File: src/rtl/four_engine_sched.sv
// four_engine_sched: weight double-buffering and LOAD/COMPUTE/DRAIN sequencing for four conv engines
module four_engine_sched #(
    parameter int NWIN      = 16,
    parameter int DRAIN_LAT = 3
) (
    input  logic        clk,
    input  logic        rst,
    input  logic        en,
    input  logic        start,
    input  logic [3:0]  eng_mask,
    input  logic        v_flag,
    input  logic        wr_en,
    input  logic [1:0]  wr_sel,
    input  logic [71:0] wr_data,
    output logic [71:0] wi0,
    output logic [71:0] wi1,
    output logic [71:0] wi2,
    output logic [71:0] wi3,
    output logic [1:0]  ctrl0,
    output logic [1:0]  ctrl1,
    output logic [1:0]  ctrl2,
    output logic [1:0]  ctrl3,
    output logic        busy,
    output logic        done,
    output logic [7:0]  win_cnt,
    output logic        wt_err
);
    typedef enum logic [1:0] {IDLE = 2'b00, LOAD = 2'b01, COMPUTE = 2'b10, DRAIN = 2'b11} state_t;

    localparam logic [7:0] NW  = 8'(NWIN);
    localparam logic [3:0] DL1 = 4'(DRAIN_LAT - 1);

    state_t      state_q, state_d;
    logic [3:0]  mask_q, mask_d;
    logic [71:0] shadow_q [4];
    logic [71:0] shadow_d [4];
    logic [71:0] wi_q [4];
    logic [71:0] wi_d [4];
    logic [7:0]  win_cnt_q, win_cnt_d;
    logic [3:0]  dcnt_q, dcnt_d;
    logic        done_q, done_d;
    logic        wt_err_q, wt_err_d;

    function automatic logic has_zero(input logic [71:0] w);
        return w[31:0] == 32'd0 || w[63:32] == 32'd0 || w[71:64] == 8'd0;
    endfunction

    always_comb begin
        state_d   = state_q;
        mask_d    = mask_q;
        shadow_d  = shadow_q;
        wi_d      = wi_q;
        win_cnt_d = win_cnt_q;
        dcnt_d    = dcnt_q;
        done_d    = 1'b0;
        wt_err_d  = wt_err_q;
        case (state_q)
            IDLE: begin
                if (start) begin
                    state_d = LOAD;
                    mask_d  = eng_mask;
                end
            end
            LOAD: begin
                // commit reads shadow_q, so a same-cycle write lands only in the shadow
                for (int i = 0; i < 4; i++) begin
                    if (mask_q[i]) begin
                        wi_d[i] = shadow_q[i];
                        if (has_zero(shadow_q[i])) wt_err_d = 1'b1;
                    end
                end
                win_cnt_d = 8'd0;
                state_d   = COMPUTE;
            end
            COMPUTE: begin
                if (v_flag && win_cnt_q < NW) begin
                    win_cnt_d = win_cnt_q + 8'd1;
                    if (win_cnt_d == NW) begin
                        state_d = DRAIN;
                        dcnt_d  = 4'd0;
                    end
                end
            end
            DRAIN: begin
                dcnt_d = dcnt_q + 4'd1;
                if (dcnt_q == DL1) begin
                    state_d = IDLE;
                    done_d  = 1'b1;
                end
            end
        endcase
        if (wr_en) shadow_d[wr_sel] = wr_data;
    end

    always_ff @(posedge clk) begin
        if (!rst) begin
            state_q   <= IDLE;
            mask_q    <= 4'd0;
            win_cnt_q <= 8'd0;
            dcnt_q    <= 4'd0;
            done_q    <= 1'b0;
            wt_err_q  <= 1'b0;
            for (int i = 0; i < 4; i++) begin
                shadow_q[i] <= 72'd0;
                wi_q[i]     <= 72'd0;
            end
        end else if (en) begin
            state_q   <= state_d;
            mask_q    <= mask_d;
            win_cnt_q <= win_cnt_d;
            dcnt_q    <= dcnt_d;
            done_q    <= done_d;
            wt_err_q  <= wt_err_d;
            shadow_q  <= shadow_d;
            wi_q      <= wi_d;
        end
    end

    assign wi0     = wi_q[0];
    assign wi1     = wi_q[1];
    assign wi2     = wi_q[2];
    assign wi3     = wi_q[3];
    assign ctrl0   = mask_q[0] ? state_q : IDLE;
    assign ctrl1   = mask_q[1] ? state_q : IDLE;
    assign ctrl2   = mask_q[2] ? state_q : IDLE;
    assign ctrl3   = mask_q[3] ? state_q : IDLE;
    assign busy    = state_q != IDLE;
    assign done    = done_q;
    assign win_cnt = win_cnt_q;
    assign wt_err  = wt_err_q;
endmodule
File: config.mk
export PLATFORM = sky130hd
export DESIGN_NAME = four_engine_sched
export DESIGN_NICKNAME = d
export VERILOG_FILES = /design/src/rtl/four_engine_sched.sv
export SDC_FILE = /design/constraint.sdc
export NUM_CORES = 1
export LEC_CHECK = 0
export BUFFER_PORTS_ARGS = -buffer_cell sky130_fd_sc_hd__buf_2
export CAP_MARGIN = 15
export CELL_PAD_IN_SITES_DETAIL_PLACEMENT = 1
export CELL_PAD_IN_SITES_GLOBAL_PLACEMENT = 1
export CORE_ASPECT_RATIO = 1.75
export CORE_MARGIN = 1.5
export CORE_UTILIZATION = 32
export CTS_CLUSTER_DIAMETER = 100
export DETAILED_ROUTE_END_ITERATION = 7
export MAX_ROUTING_LAYER = met4
export PLACE_DENSITY_LB_ADDON = 0.25
export SYNTH_ARGS = -nofsm -noshare
export SYNTH_HDL_FRONTEND = slang
export SYNTH_SLANG_ARGS = --single-unit
File: constraint.sdc
create_clock -name clk -period 4.4 [get_ports clk]
set_input_delay 0 -clock clk [delete_from_list [all_inputs] [get_ports clk]]
set_output_delay 0 -clock clk [all_outputs]
set_load 0.05 [all_outputs]
## Word level (Yosys, flattened, before mapping)

Index checks and enable logic that the tools add are counted.

| word-level totals | value |
|---|---|
| flip-flop bits (word level) | 596 |
| input port bits | 84 |
| output and inout port bits | 307 |
| logic and storage cells | 92 |

| cells by class | value |
|---|---|
| add/sub/neg operators | 2 |
| magnitude comparators | 3 |
| eq/ne operators | 9 |
| muxes and demuxes | 27 |
| bitwise operators | 1 |
| reductions and logical operators | 36 |

Operators by type and width:

| operator | number |
|---|---|
| $bwmux 288 | 1 |
| $logic_not 32->1 | 8 |
| $demux 72 s2 | 1 |
| $mux 72 | 1 |
| $logic_not 8->1 | 4 |
| $reduce_and 3->1 | 6 |
| $mux 2 | 8 |
| $pmux 8 s2 | 1 |
| $mux 1 | 10 |
| $add 8x1->8 const B | 1 |
| $eq 8x5->1 const B | 1 |
| $logic_or 1x1->1 | 8 |
| $lt 8x5->1 const B | 1 |
| $mux 4 | 2 |
| $mux 8 | 1 |
| $ne 2x2->1 const B | 4 |
| $pmux 2 s4 | 1 |
| $pmux 4 s2 | 1 |
| $reduce_bool 2->1 | 3 |
| $reduce_and 5->1 | 1 |
| $add 4x1->4 const B | 1 |
| $eq 2x2->1 const B | 2 |
| $eq 4x2->1 const B | 1 |
| $reduce_and 2->1 | 2 |
| 7 further kinds | 8 |

## Longest topological paths before layout

| depth | value |
|---|---|
| word-level depth | 11 |
| depth in mapped cells | 9 |
| depth with buffers taken out | 7 |

## Worst setup path after synthesis

OpenSTA, ideal clock, no wires.

| timing path | value |
|---|---|
| kind | reg-to-reg |
| start | reg win_cnt_q[2] (netlist: win_cnt[2]) |
| end | reg state_q[0] |
| library setup time | 122 ps |
| arrival time | 1928 ps |
| required time | 4278 ps |
| slack | 2350 ps |
| stages on the path, launching flop included | 6 |
| path buffers | 0 |
| clock period less this slack | 2050 ps |
| path through | dfxtp_1 nand3_1 mux2i_1 o31ai_4 o2111ai_1 o311a_1 |

| between the ends | value |
|---|---|
| cells in the longest elaborated chain, start to end | 4 |
| elaborated cells on any way between the ends | 7 |
| those cells by class | add/sub (1); order compare (1); eq/ne (3); reduce/logical (2) |

RTL lines:

| element | RTL line | RTL |
|---|---|---|
| from (decl) | 39 | `logic [7:0] win_cnt_q, win_cnt_d;` |
| from (signal assigned) | 110 | `win_cnt_q <= win_cnt_d;` |
| $add 8x1->8 or $lt 8x5->1 (tied branches) | 77, 76 |  |
| $eq 8x5->1 or $logic_and 1x1->1 (tied branches) | 78, 76 |  |
| $ne 2x2->1 (no source line) | -- |  |
| $reduce_and 5->1 (no source line) (*) | -- |  |
| to (signal assigned) | 108 | `state_q <= state_d;` |
| to (decl) | 33 | `state_t state_q, state_d;` |

Mark *: on every way between the ends. The rest lies on a longest branch, timed or not.
A chain may end at the register's enable or synchronous reset.

## Worst setup path after layout

| timing path | value |
|---|---|
| start | reg state_q[0] |
| end | reg wi_q, in the netlist wi0[1] |

| between the ends | value |
|---|---|
| cells in the longest elaborated chain, start to end | 2 |

RTL lines:

| element | RTL line | RTL |
|---|---|---|
| $eq 2x1->1 | 57 | `case (state_q)` |
| $reduce_and 3->1 (no source line) | -- |  |
| to (signal assigned) | 115 | `wi_q <= wi_d;` |
| to (decl) | 37 | `logic [71:0] wi_q [4];` |

No other way between the ends.

==> impl_metrics.toml <==
[status]
status = "finished, final reports clean"

[grt]
first_global_vias = 21200
grtUsageTotal_pct = 23.5
grt_max_degree = 161
antenna_found_initial = 0
globalRoute.totalOverflow = 0
grt_pass1_wl_um = 127000

[power]
ir_drop_mv = 0.343
power_density_nw_per_um2 = 394
leakagePower_nw = 10.4

[worst_hold_path]
hp-class = "input pin to flip-flop"

[flow_run]
max_cap_violations = 0

[cells_and_area]
design_area_um2 = 27900
num-nets-final = 3187
area_delta_synth_final_pct = 23.1
antenna_cells = 0
final_cells = 4053
n_fill_cell = 8389
drive_gt1_share_pct = 16.3

[route]
dr.first_iter.drc_count = 740
first_pass_iters = 4
drc_errors = 0
drt-vias-per-instance = 4.92
wl_um = 83600
post_drt_wl_per_cell_um = 20.6
vias = 19900
ant_nets = 0

[clocking]
cts-root-buf = "clkbuf_16"
h-tree-depth = 2
cts_resized = 0
cts_tree = "built"
clk_latency_ns = 0.64
clk_pin_slew_ns = 0.06
cts.sinks = 596
clock_path_buffers = 3
cts_made_buffers = 57

[yosys]
synth_nets = 2825
synthTopCellsByCount = "1169 x nand2_1, 596 x dfxtp_1, 581 x a21boi_0, 181 x clkbuf_1, 72 x nor4_1"
ys.flop_type = "dfxtp_1"
synth_top_cell_by_area = "dfxtp_1"
syn_area_um2 = 22700
postSynth.asyncResetShare_pct = 0
synth_area_leaders = "dfxtp_1 53%, nand2_1 19%, a21boi_0 19%, clkbuf_1 3.0%, nor4_1 2.0%"
yosys_warnings = 0
avgSynthCellArea_um2 = 8.30
synth_most_common_cell = "nand2_1"
synthCells = 2734
yosysSeqAreaShare_pct = 52.5
synth_edf_count = 0
synth_seq_cells = 596
yosysTopAreaCellShare_pct = 52.5
synthDistinctLibCells = 38

[sta]
maxSlewHeadroom_pct = 24.0
fin_skew_ns = 0.0278
fin_crit_sh_pct = 63.9
maxSlewViolCount = 0
setup_viol = 0
period_needed_ns = 2.81
fin_tns_setup_ns = 0
max_freq_ghz = 0.356
finalHoldViolations = 0
worst_pin_slew_ns = 1.14
rsz0062_at_grt = "false"

[place]
hpwl_um = 60000
gp_congestion = 0.867
io_buffers = 390
numPlacedInstances = 3871
placed_area_um2 = 25300

[worst_setup_path]
end_kind = "flip-flop"
critPathRequiredTime_ns = 4.94
cp_max_fo = 35
critical_path_class = "flip-flop to flip-flop"
worst_ep_arrival_time_ns = 3.35
cp-start-kind = "flip-flop"
reg2reg_slack_ns = 1.59

[floorplanning]
ios = 391
die_h_um = 355
fp-row-count = 129
initial_core_util_pct = 32.2
die_w_um = 204
dieArea_um2 = 72600
core_um2 = 70500
## final timing paths
check	end	cells after the start	start
setup / recovery	wi0[1]	5	state_q[0]
hold / removal	shadow_q[205]	5	wr_sel[1]
setup reg to reg	wi0[1]	5	state_q[0]
hold reg to reg	wi2[60]	2	wi2[60]
## stage by stage
stage	power, mW	util, %	setup slack [ns]	hold slack [ns]
after floorplan	5.94	-	2.35	0.145
after global placement	6.22	35.9	1.77	0.258
after detailed placement	6.23	35.9	1.60	0.270
after CTS	11.2	39.6	1.57	0.0115
after global routing	11.4	39.6	1.31	0.0701
final	11.0	39.6	1.59	0.0568
## report_power, final
part	internal, mW	switching, mW	total, mW
combinational	0.235	0.408	0.643
clock	2.66	2.20	4.86
sequential	5.46	0.0608	5.52
## final cells by class
cell class / instances / area [um^2] / share of cell area (%)
Multi-Input combinational cell: 1941 / 10100 / 36.1
Sequential cell: 596 / 11900 / 42.7
Inverter: 5 / 18.8 / 0.0672
Clock inverter: 14 / 156 / 0.560
Timing Repair Buffer: 495 / 2980 / 10.7
Tap cell: 917 / 1150 / 4.11
Clock buffer: 85 / 1620 / 5.80
## what timing repair did
action,in CTS,in global routing
endpoints found under the hold margin,355,0
buffers inserted,0,0
hold buffers,83,0
## flip-flops by register name, summed over array words and instances, names as in the netlist
signal,count
dcnt_q,4
done,1
mask_q,4
shadow_q,288
state_q,2
wi0,72
wi1,72
wi2,72
wi3,72
win_cnt,8
wt_err,1
## cells in the final DEF, fill, tap and decap left out, drive strengths merged, types with 8 or more instances in the layout
cell / instances
a21boi: 583
and2: 10
buf: 412
clkbuf: 85
clkinv: 10
dfxtp: 596
dlygate4sd3: 83
nand2: 1170
nand3: 8
nand4: 20
nor2: 9
nor2b: 12
nor4: 72
o21ai: 14
## metal layers
| layer | up-vias | GRT usage (%) | share of wire, % |
|---|---|---|---|
| met1 | 9736 | 26.4 | 41 |
| li1 | 9695 | - | - |
| met2 | 408 | 41.2 | 50 |
| met4 | 0 | 6.66 | 2.6 |
| met5 | - | - | 0 |
| met3 | 100 | 5.29 | 5.7 |
## critical path, cell delays in order (launching register included)
cell and delay [ns]:
dfxtp_1 0.46, ha_1 0.61, and3_2 0.84, buf_4 0.49
nand2_1 0.12, a21boi_0 0.17
## cells by family after synthesis
group / after synthesis / synth area share [%]
AND/OR/NAND/NOR: 1319 / 23.4
AO/OA/AOI/OAI: 609 / 20.1
flip-flops: 596 / 52.5
adder cells (fa/ha/maj): 7 / 0.386
buffers and inverters: 197 / 3.33
multiplexers: 6 / 0.265
No activity file was read; power rests on OpenSTA's default activity.
